$ cat config.mk
export PLATFORM = sky130hd
export DESIGN_NAME = sprite_motion_ctrl
export DESIGN_NICKNAME = d
export VERILOG_FILES = /design/src/rtl/sprite_motion_ctrl.sv
export SDC_FILE = /design/constraint.sdc
export NUM_CORES = 1
export LEC_CHECK = 0
export BUFFER_PORTS_ARGS = -buffer_cell sky130_fd_sc_hd__buf_4
export CAP_MARGIN = 20
export CORE_ASPECT_RATIO = 0.75
export CORE_UTILIZATION = 45
export CTS_CLUSTER_DIAMETER = 60
export DETAILED_ROUTE_END_ITERATION = 7
export GPL_TIMING_DRIVEN = 0
export PLACE_DENSITY = 0.67
export SLEW_MARGIN = 15
export SYNTH_ARGS = -nofsm -noshare
export SYNTH_HDL_FRONTEND = slang
export SYNTH_SLANG_ARGS = --single-unit
$ cat constraint.sdc
create_clock -name CLK -period 3.85 [get_ports CLK]
set_input_delay 0.77 -clock CLK [delete_from_list [all_inputs] [get_ports CLK]]
set_output_delay 0.77 -clock CLK [all_outputs]
set_load 0.05 [all_outputs]
$ cat src/rtl/sprite_motion_ctrl.sv
// Per-frame sprite motion sequencer: on each VS rising edge it walks the sprite table and bounces each sprite.
// Optional build macro SPRITE_PAUSE_EN adds a Pause input that suppresses starting a new frame update.
//
// state     | meaning
// ----------+--------------------------------------------------
// ST_IDLE   | waiting for a VS rising edge
// ST_UPDATE | moving sprite idx this cycle, one sprite per cycle
// ST_DONE   | single-cycle FrameDone pulse, then back to idle
module sprite_motion_ctrl #(
    parameter int NSPR     = 4,
    parameter int SPR_SIZE = 32,
    parameter int H_ACT    = 640,
    parameter int V_ACT    = 480
) (
    input  logic                CLK,
    input  logic                RST,
    input  logic                VS,
`ifdef SPRITE_PAUSE_EN
    input  logic                Pause,
`endif
    input  logic                CfgWe,
    input  logic [2:0]          CfgIdx,
    input  logic [9:0]          CfgX,
    input  logic [9:0]          CfgY,
    input  logic                CfgXd,
    input  logic                CfgYd,
    output logic [10*NSPR-1:0]  XPos,
    output logic [10*NSPR-1:0]  YPos,
    output logic                Busy,
    output logic                FrameDone
);

    localparam logic [1:0] ST_IDLE   = 2'd0;
    localparam logic [1:0] ST_UPDATE = 2'd1;
    localparam logic [1:0] ST_DONE   = 2'd2;

    localparam logic [9:0] X_LIM    = 10'(H_ACT - 1 - SPR_SIZE);
    localparam logic [9:0] Y_LIM    = 10'(V_ACT - 1 - SPR_SIZE);
    localparam logic [2:0] IDX_LAST = 3'(NSPR - 1);

    logic [1:0]      state;
    logic [2:0]      idx;
    logic            vs_q;
    logic            upd;
    logic            pause_w;

    logic [9:0]      x_r [NSPR];
    logic [9:0]      y_r [NSPR];
    logic [NSPR-1:0] xd_r;
    logic [NSPR-1:0] yd_r;

    logic [9:0]      cur_x, cur_y, nxt_x, nxt_y;
    logic            cur_xd, cur_yd, nxt_xd, nxt_yd;

`ifdef SPRITE_PAUSE_EN
    assign pause_w = Pause;
`else
    assign pause_w = 1'b0;
`endif

    assign upd = VS & ~vs_q;

    always_ff @(posedge CLK or posedge RST) begin
        if (RST) begin
            vs_q  <= 1'b0;
            state <= ST_IDLE;
            idx   <= 3'd0;
        end else begin
            vs_q <= VS;
            case (state)
                ST_IDLE: begin
                    idx <= 3'd0;
                    if (upd && !pause_w)
                        state <= ST_UPDATE;
                end
                ST_UPDATE: begin
                    if (idx == IDX_LAST) begin
                        state <= ST_DONE;
                        idx   <= 3'd0;
                    end else begin
                        idx <= idx + 3'd1;
                    end
                end
                ST_DONE: state <= ST_IDLE;
                default: begin
                    state <= ST_IDLE;
                    idx   <= 3'd0;
                end
            endcase
        end
    end

    // Single shared incrementer/decrementer: select the current sprite, compute its next position.
    always_comb begin
        cur_x  = '0;
        cur_y  = '0;
        cur_xd = 1'b0;
        cur_yd = 1'b0;
        for (int i = 0; i < NSPR; i++) begin
            if (idx == 3'(i)) begin
                cur_x  = x_r[i];
                cur_y  = y_r[i];
                cur_xd = xd_r[i];
                cur_yd = yd_r[i];
            end
        end
        nxt_x  = cur_xd ? cur_x + 10'd1 : cur_x - 10'd1;
        nxt_y  = cur_yd ? cur_y + 10'd1 : cur_y - 10'd1;
        nxt_xd = cur_xd ? (cur_x < X_LIM) : (cur_x <= 10'd1);
        nxt_yd = cur_yd ? (cur_y < Y_LIM) : (cur_y <= 10'd1);
    end

    // A config write to the sprite being moved this cycle takes priority over the motion step.
    always_ff @(posedge CLK or posedge RST) begin
        if (RST) begin
            for (int i = 0; i < NSPR; i++) begin
                x_r[i]  <= 10'(32 + 64 * i);
                y_r[i]  <= 10'(32 + 48 * i);
                xd_r[i] <= 1'b1;
                yd_r[i] <= 1'b1;
            end
        end else begin
            for (int i = 0; i < NSPR; i++) begin
                if (CfgWe && CfgIdx == 3'(i)) begin
                    x_r[i]  <= CfgX;
                    y_r[i]  <= CfgY;
                    xd_r[i] <= CfgXd;
                    yd_r[i] <= CfgYd;
                end else if (state == ST_UPDATE && idx == 3'(i)) begin
                    x_r[i]  <= nxt_x;
                    y_r[i]  <= nxt_y;
                    xd_r[i] <= nxt_xd;
                    yd_r[i] <= nxt_yd;
                end
            end
        end
    end

    always_comb begin
        XPos = '0;
        YPos = '0;
        for (int i = 0; i < NSPR; i++) begin
            XPos[10*i +: 10] = x_r[i];
            YPos[10*i +: 10] = y_r[i];
        end
    end

    assign Busy      = (state == ST_UPDATE);
    assign FrameDone = (state == ST_DONE);

endmodule

==> metrics.md, run 1 <==
| Metric | Value |
|---|---|
| Post-synthesis sequential element count | 94 |
| Share of layout cells above drive strength 1 | 0.252 |
| Avg Inst Size Synth | slightly below 9 um^2 |
| Critical Path Source Type | flop |
| Syn nets | slightly below 700 |
| Flop2flop setup slack | around 0.32 ns |
| Endpoints failing hold | 0 |
| Total GRT Usage | 0.339 |
| Die W | 132 um |
| Total number of vias | 6036 |
| Initial antenna violation count | 0 |
| Routed Antenna Nets | 0 |
| Crit-path max cell delay | 0.65 ns |
| Worst r2r src | idx[0]$_DFFE_PP0N_ |
| Worst-path clk slew | approximately 0.07 ns |
| WL final | approximately 22 mm |
| Vias in the first global route | 5469 |
| Initial DRC count | roughly 760 |
| Post-Syn Area | between 5000 and 6000 um^2 |
| Synth cell types | 68 |
| Vias per cell | between 6 and 7 |
| Worst-skew pair later-pin latency | between 0.3 and 0.4 ns |
| Cell Rows | 35 |
| Pins Over Slew Limit | 0 |
| Die ar. | ~13000 um^2 |
| RSZ-0062 raised after global routing | no |
| Status | finished, final reports clean |
| Number of synthesized flops with an enable pin | 0 |
| P&R area growth vs syn | 24.6% |
| Hold_buf cts | 0 |
| Total setup buffers inserted after CTS | 0 |
| Most frequent cell after synthesis | nand2_1 |
| Worst-path cell chain | inv_1, ha_1, clkbuf_1, a21oi_1, o21ai_0, a32o_1, buf_2, ha_1, nand4b_4, or4b_1, o21ai_1, xnor2_1, o21ai_1 |
| Number of port buffers | 110 |
| Detailed placement HPWL | approximately 15 mm |
| Crit-path max FO | 10 |
| Commonest cells post-synth | nand2_1, dfrtp_1, o21ai_0 |
| Initial Util | 0.462 |
| FILL cells | 1133 |
| Reg2Reg Depth | 13 |
| Top cells by area, synth | dfrtp_1, dfstp_2, o21ai_0, a22oi_1, nand2_1 |
| Core area | ~12000 um^2 |
| Slew HR | 0.287 |
| Async SR Flop Fraction | 1.00 |
| Post-synth top area share | 0.313 |
| Ant diodes | 0 |
| Fmax | around 280 MHz |
| Skew final | ~0.0092 ns |
| Time the worst path needs with I/O delays and setup | 3.53 ns |
| CP max-delay cell | clkbuf_1 |
| Synth warn | 0 |
| Largest net degree at the start of global routing | 64 |
| Worst hold margin | approximately 0.43 ns |
| DR WL/cell | roughly 23 um |
| Final #Nets | 800 |
| Hold Path Class | in2async |
| # DRC | 0 |
| Synth Instances | roughly 640 |
| Final setup viols | 0 |
| I/O pin count | between 100 and 150 |
| Worst-Margin Slew | roughly 1.1 ns |
| H-tree levels | 3 |
| Router iterations before antenna repair | 6 |
| Arrival time worst endpoint | roughly 3.7 ns |
| First-pass GRT wire length | 33.1 mm |
| CTS tree | done |
| GRT overflow | 0 |
| Max cap viols | 0 |
| Cell taking the most area after synthesis | dfrtp_1 |
| Resize count post-CTS | 0 |
| DIE HEIGHT | about 99 um |
| Clock sink count | 94 |
| Sequential fraction of the synthesis area | 0.420 |
| GP Congestion | 1.00 |
| Critical path class | reg2reg |
| Synth Flop Type | dfrtp_1 |
| CTS root buffer | clkbuf_16 |
| R2r endpoint | YPos[18]$_DFFE_PP0P_ |
| Critical Path RT | 4.06 ns |
| CP Capture Type | flop |
| TritonCTS Buffers | 9 |
| CTS max path bufs | 2 |
| Tcrit/Tclk final | 0.917 |
==> stage by stage <==
step	setup TNS [ns]	area (um^2)	setup WS [ns]	cells	util
floorplan	0	5670	0.669	639	-
global placement	-31.05	6700	-0.446	915	0.547
detailed placement	0	6730	0.385	916	0.549
CTS	0	7070	0.395	932	0.576
global route	0	7070	0.109	932	0.576
finish	0	7070	0.318	932	0.576
==> per-layer routing <==
layer / track usage / routed length (um)
met1: 0.501 / 9350
met2: 0.480 / 8870
met3: 0.0785 / 2960
met4: 0.126 / 680
met5: 0 / 0
==> flip-flops by register name, indices dropped and copies added (netlist names) <==
signal and count:
yd_r 4, vs_q 1, XPos 40, xd_r 4
idx 3, YPos 40, state 2
==> worst max path at each step <==
stage                        from                   end  slack (ns)
4_1_cts        idx[0]$_DFFE_PP0N_  YPos[18]$_DFFE_PP0P_        0.39
6_report       idx[0]$_DFFE_PP0N_  YPos[18]$_DFFE_PP0P_        0.32
3_5_place_dp   idx[0]$_DFFE_PP0N_  YPos[38]$_DFFE_PP0P_        0.39
2_1_floorplan                 RST   XPos[0]$_DFFE_PP0P_        0.67
3_3_place_gp                  RST  YPos[10]$_DFFE_PP0P_       -0.45
5_1_grt        idx[0]$_DFFE_PP0N_  YPos[38]$_DFFE_PP0P_        0.11
==> layout by cell type, fill, tap and decap left out, types with 23 or more instances in the layout <==
cell type and n:
dfstp_2 23, a22oi_1 41, o21ai_1 31, a21oi_1 45, nand2_1 72, buf_4 112
clkbuf_1 28, dfrtp_1 71, nor2_1 48, o21ai_0 62
==> kinds of logic (layout without fill, tap and decap cells) <==
| family | after synthesis | count (layout) | share of synthesized area |
|---|---|---|---|
| simple gates | 198 | 198 | 0.177 |
| compound gates | 243 | 243 | 0.279 |
| buf+inv | 63 | 190 | 0.0481 |
| flops | 94 | 94 | 0.420 |
| mux | 12 | 12 | 0.0212 |
| fa+ha+maj | 10 | 10 | 0.0221 |
| xor+xnor | 19 | 19 | 0.0333 |
==> cell type report <==
type | count | area (um^2) | area share
buffer | 43 | 198 | 0.0280
clock buffer | 10 | 239 | 0.0338
clock inverter | 6 | 93.8 | 0.0133
inverter | 20 | 77.6 | 0.0110
multi-input combinational | 482 | 3020 | 0.427
sequential | 94 | 2380 | 0.337
tap | 166 | 208 | 0.0294
timing repair buffer | 111 | 853 | 0.121
==> critical path, delay by kind of cell (launching register included) <==
| family | cells | cell delay (ns) |
|---|---|---|
| buf+inv | 3 | 0.96 |
| simple gates | 2 | 0.66 |
| compound gates | 5 | 0.58 |
| fa+ha+maj | 2 | 0.52 |
| flops | 1 | 0.43 |
| xor+xnor | 1 | 0.24 |
Power of run 1 is not shown: default switching activity piles up to over one toggle a cycle in this logic, so the estimate is an artifact.
==> inputs of run 2 (changes only) <==
CORE_UTILIZATION = 56   (was 45)
PLACE_DENSITY = 0.81   (was 0.67)
==> metrics.md, run 2 (synthesis gave the netlist of run 1 again) <==
| Metric | Value |
|---|---|
| Worst-Margin Slew | 0.956 ns (-0.105 ns) |
| # DRC | 0 (unchanged) |
| Die W | 118 um (-10%) |
| TritonCTS Buffers | 9 (unchanged) |
| I/O pin count | 111 (unchanged) |
| Critical Path Source Type | flop |
| RSZ-0062 raised after global routing | no |
| Max cap viols | 0 (unchanged) |
| Crit-path max FO | 10 (unchanged) |
| R2r endpoint | YPos[38]$_DFFE_PP0P_ |
| Initial antenna violation count | 0 (unchanged) |
| CTS root buffer | clkbuf_16 |
| Crit-path max cell delay | 0.75 ns (+0.10 ns) |
| Most common cell after layout, fill and taps aside | buf_4 |
| Pins Over Slew Limit | 0 (unchanged) |
| Endpoints failing hold | 0 (unchanged) |
| Skew final | 0.00760 ns (-0.00155 ns) |
| Fmax | 267 MHz (-5.7%) |
| Final #Nets | 800 (unchanged) |
| Routed Antenna Nets | 0 (unchanged) |
| CP endpoint | YPos[38]$_DFFE_PP0P_ |
| Final setup viols | 0 (unchanged) |
| Reg2Reg Depth | 13 (unchanged) |
| Slew HR | 0.357 (+0.0705) |
| Worst-path cell chain | inv_1, ha_1, clkbuf_1, a21oi_1, o21ai_0, a32o_1, buf_2, ha_1, nand4b_4, or4b_1, o21ai_1, xnor2_1, o22ai_1 |
| P&R area growth vs syn | 23.2% |
| Vias per cell | 6.88 (+6.2%) |
| Router iterations before antenna repair | 6 (unchanged) |
| Crit-path most repeated cell | ha_1 |
| FILL cells | 778 (-31%) |
| Status | finished, final reports clean |
| DR WL/cell | 24.0 um (+2.1%) |
| Cell Rows | 31 (-11%) |
| CTS max path bufs | 2 (unchanged) |
| Worst slack, placed | 0.255 ns (-0.130 ns) |
| Initial DRC count | 1051 (+39%) |
| GP Congestion | 0.969 (-3.5%) |
| Flop2flop setup slack | 0.11 ns (-0.21 ns) |
| Seq. cell area | 2380 um^2 (unchanged) |
| Clock sink count | 94 (unchanged) |
| H-tree levels | 3 (unchanged) |
| Core area | 9740 um^2 (-21%) |
| WL final | 21.5 mm (-1.6%) |
| Detailed placement HPWL | 15.2 mm (-0.61%) |
| Hold_buf cts | 0 (unchanged) |
| Die ar. | 10500 um^2 (-19%) |
| Resize count post-CTS | 0 (unchanged) |
| Most frequent cells in the layout | buf_4, nand2_1, dfrtp_1 |
| Total number of vias | 6179 (+2.4%) |
| Ant diodes | 0 (unchanged) |
| Worst-path clk slew | 0.07 ns (about the same) |
| Setup ws final | 0.106 ns (-0.212 ns) |
| Critical path launch point | idx[0]$_DFFE_PP0N_ |
| HP Start | state[1]$_DFFE_PP0P_ |
| Initial Util | 0.582 (+0.120) |
| Number of port buffers | 110 (unchanged) |
| Time the worst path needs with I/O delays and setup | 3.74 ns (+0.212 ns) |
| Largest net degree at the start of global routing | 56 (-13%) |
| Final design utilization | 0.717 (+0.141) |
| Worst r2r src | idx[0]$_DFFE_PP0N_ |
| First-pass GRT wire length | 31.9 mm (-3.6%) |
| Worst-skew pair later-pin latency | 0.35 ns (about the same) |
| Multi-input logic area | 3020 um^2 (unchanged) |
| Share of layout cells above drive strength 1 | 0.251 (-0.00131) |
| Total GRT Usage | 0.408 (+0.0691) |
| Tcrit/Tclk final | 0.972 (+0.0551) |
| CP max-delay cell | clkbuf_1 |
| Critical path class | reg2reg |
| CP Capture Type | flop |
| Total setup buffers inserted after CTS | 0 (unchanged) |
| CTS tree | done |
| Hold Path Class | reg2reg |
| GRT overflow | 0 (unchanged) |
| Arrival time worst endpoint | 3.97 ns (+0.23 ns) |
| DIE HEIGHT | 89.1 um (-10%) |
| Critical Path RT | 4.08 ns (+0.02 ns) |
| Worst hold margin | 0.449 ns (+0.0236 ns) |
| Vias in the first global route | 5715 (+4.5%) |
-- run 2: cell type report --
class / instances / area share
multi-input combinational: 482 / 0.432
sequential: 94 / 0.341
tap: 132 / 0.0236
inverter: 20 / 0.0111
buffer: 43 / 0.0283
timing repair buffer: 111 / 0.121
clock inverter: 5 / 0.00842
clock buffer: 11 / 0.0348
-- run 2: how the worst min path moves through the flow --
stage / slack (ns) / cells after the start / to
global placement: 0.42 / 1 / state[0]$_DFFE_PP0P_
detailed placement: 0.43 / 1 / state[0]$_DFFE_PP0P_
finish: 0.45 / 1 / state[0]$_DFFE_PP0P_
global route: 0.47 / 1 / state[0]$_DFFE_PP0P_
CTS: 0.45 / 1 / state[0]$_DFFE_PP0P_
floorplan: 0.41 / 1 / state[0]$_DFFE_PP0P_
-- run 2: routing by layer --
metal / part of all wire / GRT usage / up-vias
met5: 0 / 0 / -
met4: 0.040 / 0.182 / 0
met3: 0.15 / 0.126 / 101
met2: 0.44 / 0.635 / 573
met1: 0.37 / 0.532 / 2924
li1: - / - / 2581
-- run 2: worst max-delay path: cells and delay by family, from the launching register on --
family / cells / cell delay [ns]
AO/OA/AOI/OAI: 5 / 0.63
XOR/XNOR: 1 / 0.26
adder cells (fa/ha/maj): 2 / 0.56
buffers and inverters: 3 / 1.08
flip-flops: 1 / 0.43
AND/OR/NAND/NOR: 2 / 0.65
-- run 2: through the flow --
step           instances  instance area (um^2)  TNS [ns]
5_1_grt              898                  6980         0
6_report             898                  6980         0
3_3_place_gp         881                  6660    -29.91
2_1_floorplan        639                  5670         0
3_5_place_dp         882                  6680         0
4_1_cts              898                  6980         0
Power of run 2 is left out for the same reason.
==> inputs of run 3 (changes only) <==
BUFFER_PORTS_ARGS = unset   (was -buffer_cell sky130_fd_sc_hd__buf_4)
CORE_UTILIZATION = 64   (was 56)
DONT_BUFFER_PORTS = 1   (was unset)
PLACE_DENSITY = 0.8   (was 0.81)
==> metrics.md, run 3 (synthesis gave the netlist of run 1 again) <==
| Metric | Value |
|---|---|
| Time the worst path needs with I/O delays and setup | 3.70 ns (-0.0473 ns) |
| Worst-skew pair later-pin latency | 0.35 ns (about the same) |
| Endpoints failing hold | 0 (unchanged) |
| Skew final | 0.0116 ns (+0.00402 ns) |
| Final setup viols | 0 (unchanged) |
| Routed Antenna Nets | 0 (unchanged) |
| Cell Rows | 29 (-6.5%) |
| FILL cells | 683 (-12%) |
| DR WL/cell | 26.7 um (+12%) |
| First-pass GRT wire length | 31.5 mm (-1.4%) |
| Worst-Margin Slew | 1.16 ns (+0.200 ns) |
| Vias in the first global route | 5551 (-2.9%) |
| Critical Path Source Type | flop |
| Ant diodes | 0 (unchanged) |
| Worst-path clk slew | 0.07 ns (about the same) |
| Final #Nets | 691 (-14%) |
| Initial DRC count | 878 (-16%) |
| H-tree levels | 3 (unchanged) |
| TritonCTS Buffers | 9 (unchanged) |
| Status | finished, final reports clean |
| Number of port buffers | 0 (-100%) |
| Die ar. | 9240 um^2 (-12%) |
| Crit-path max FO | 10 (unchanged) |
| GP Congestion | 1.05 (+7.9%) |
| Total number of vias | 5607 (-9.3%) |
| CTS tree | done |
| # DRC | 0 (unchanged) |
| Router iterations before antenna repair | 8 (+2) |
| Placed cells | 748 (-15%) |
| P&R area growth vs syn | 8.30% |
| Hold Path Class | in2async |
| Max cap viols | 0 (unchanged) |
| Slew HR | 0.227 (-0.130) |
| Critical Path RT | 4.05 ns (-0.03 ns) |
| Arrival time worst endpoint | 3.90 ns (-0.07 ns) |
| Total GRT Usage | 0.449 (+0.0411) |
| Largest net degree at the start of global routing | 50 (-11%) |
| GRT overflow | 0 (unchanged) |
| Vias per cell | 7.33 (+6.5%) |
| CTS max path bufs | 2 (unchanged) |
| Tcrit/Tclk final | 0.960 (-0.0123) |
| Hold_buf cts | 0 (unchanged) |
| Core area | 8530 um^2 (-12%) |
| Critical path class | reg2reg |
| CTS root buffer | clkbuf_16 |
| Die W | 111 um (-6.4%) |
| CP Capture Type | flop |
| Fmax | 271 MHz (+1.3%) |
| Share of layout cells above drive strength 1 | 0.126 (-0.124) |
| Final Instance Area | 6140 um^2 (-12%) |
| Pins Over Slew Limit | 0 (unchanged) |
| Total setup buffers inserted after CTS | 0 (unchanged) |
| I/O pin count | 111 (unchanged) |
| RSZ-0062 raised after global routing | yes |
| Fin Setup TNS | 0 ns (unchanged) |
| Most common cell after layout, fill and taps aside | nand2_1 |
| Initial antenna violation count | 0 (unchanged) |
| Initial Util | 0.665 (+0.0825) |
| DIE HEIGHT | 83.5 um (-6.3%) |
| Most frequent cells in the layout | nand2_1, dfrtp_1, o21ai_0 |
| WL final | 20.5 mm (-4.9%) |
| Placed cell area | 5830 um^2 (-13%) |
| Clock sink count | 94 (unchanged) |
| Detailed placement HPWL | 14.4 mm (-5.5%) |
| Post-Layout Cell Count | 765 (-15%) |
-- run 3: cell count changes in the layout (fill, tap and decap cells not counted), sizes merged --
cell | previous run | this run
buf | 126 | 16
clkinvlp | 2 | 0
clkbuf | 39 | 40
clkinv | 2 | 3
inv | 20 | 21
-- run 3: path summary, 6_finish.rpt --
kind	start	slack, ns	depth (start not counted)	end
max in group asynchronous	RST	2.79	2	YPos[14]$_DFFE_PP1P_
min reg2reg	state[1]$_DFFE_PP0P_	0.45	1	state[0]$_DFFE_PP0P_
min	RST	0.35	1	XPos[9]$_DFFE_PP0P_
max	idx[0]$_DFFE_PP0N_	0.15	13	YPos[38]$_DFFE_PP0P_
min in group CLK	VS	0.45	0	vs_q$_DFF_PP0_
max reg2reg	idx[0]$_DFFE_PP0N_	0.15	13	YPos[38]$_DFFE_PP0P_
-- run 3: per-layer routing --
metal	share of wire	vias to the layer above	global-route usage
li1	-	2357	-
met1	0.37	2620	0.585
met2	0.43	537	0.669
met3	0.16	93	0.164
met4	0.040	0	0.208
met5	0	-	0
-- run 3: layout make-up --
class	count	area (um^2)	area share
Tap cell	108	135	0.0220
Timing Repair Buffer	2	32.5	0.00530
Multi-Input combinational cell	482	3020	0.491
Clock buffer	11	243	0.0395
Buffer	43	198	0.0322
Clock inverter	5	57.6	0.00937
Inverter	20	77.6	0.0126
Sequential cell	94	2380	0.388
-- run 3: timing repair --
item | 4_1_cts | 5_1_grt
endpoints found under the setup margin | 0 | 4
gates resized for setup | 0 | 0
hold endpoints to repair | 0 | 0
-- run 3: critical path, cell delays in order, from the launching register on --
cell and delay (ns):
dfrtp_1 0.42, inv_1 0.10, ha_1 0.25, clkbuf_1 0.71, a21oi_1 0.07, o21ai_0 0.12
a32o_1 0.17, buf_2 0.22, ha_1 0.30, nand4b_4 0.14, or4b_1 0.53, o21ai_1 0.12
xnor2_1 0.26, o22ai_1 0.15
-- run 3: stage by stage --
step / worst slack [ns] / utilization / hold slack [ns]
2_1_floorplan: 0.669 / - / 0.409
3_3_place_gp: -0.215 / 0.681 / 0.427
3_5_place_dp: 0.317 / 0.684 / 0.447
4_1_cts: 0.293 / 0.719 / 0.380
5_1_grt: -0.0258 / 0.720 / 0.408
6_report: 0.153 / 0.720 / 0.353
Power of run 3 is left out for the same reason.
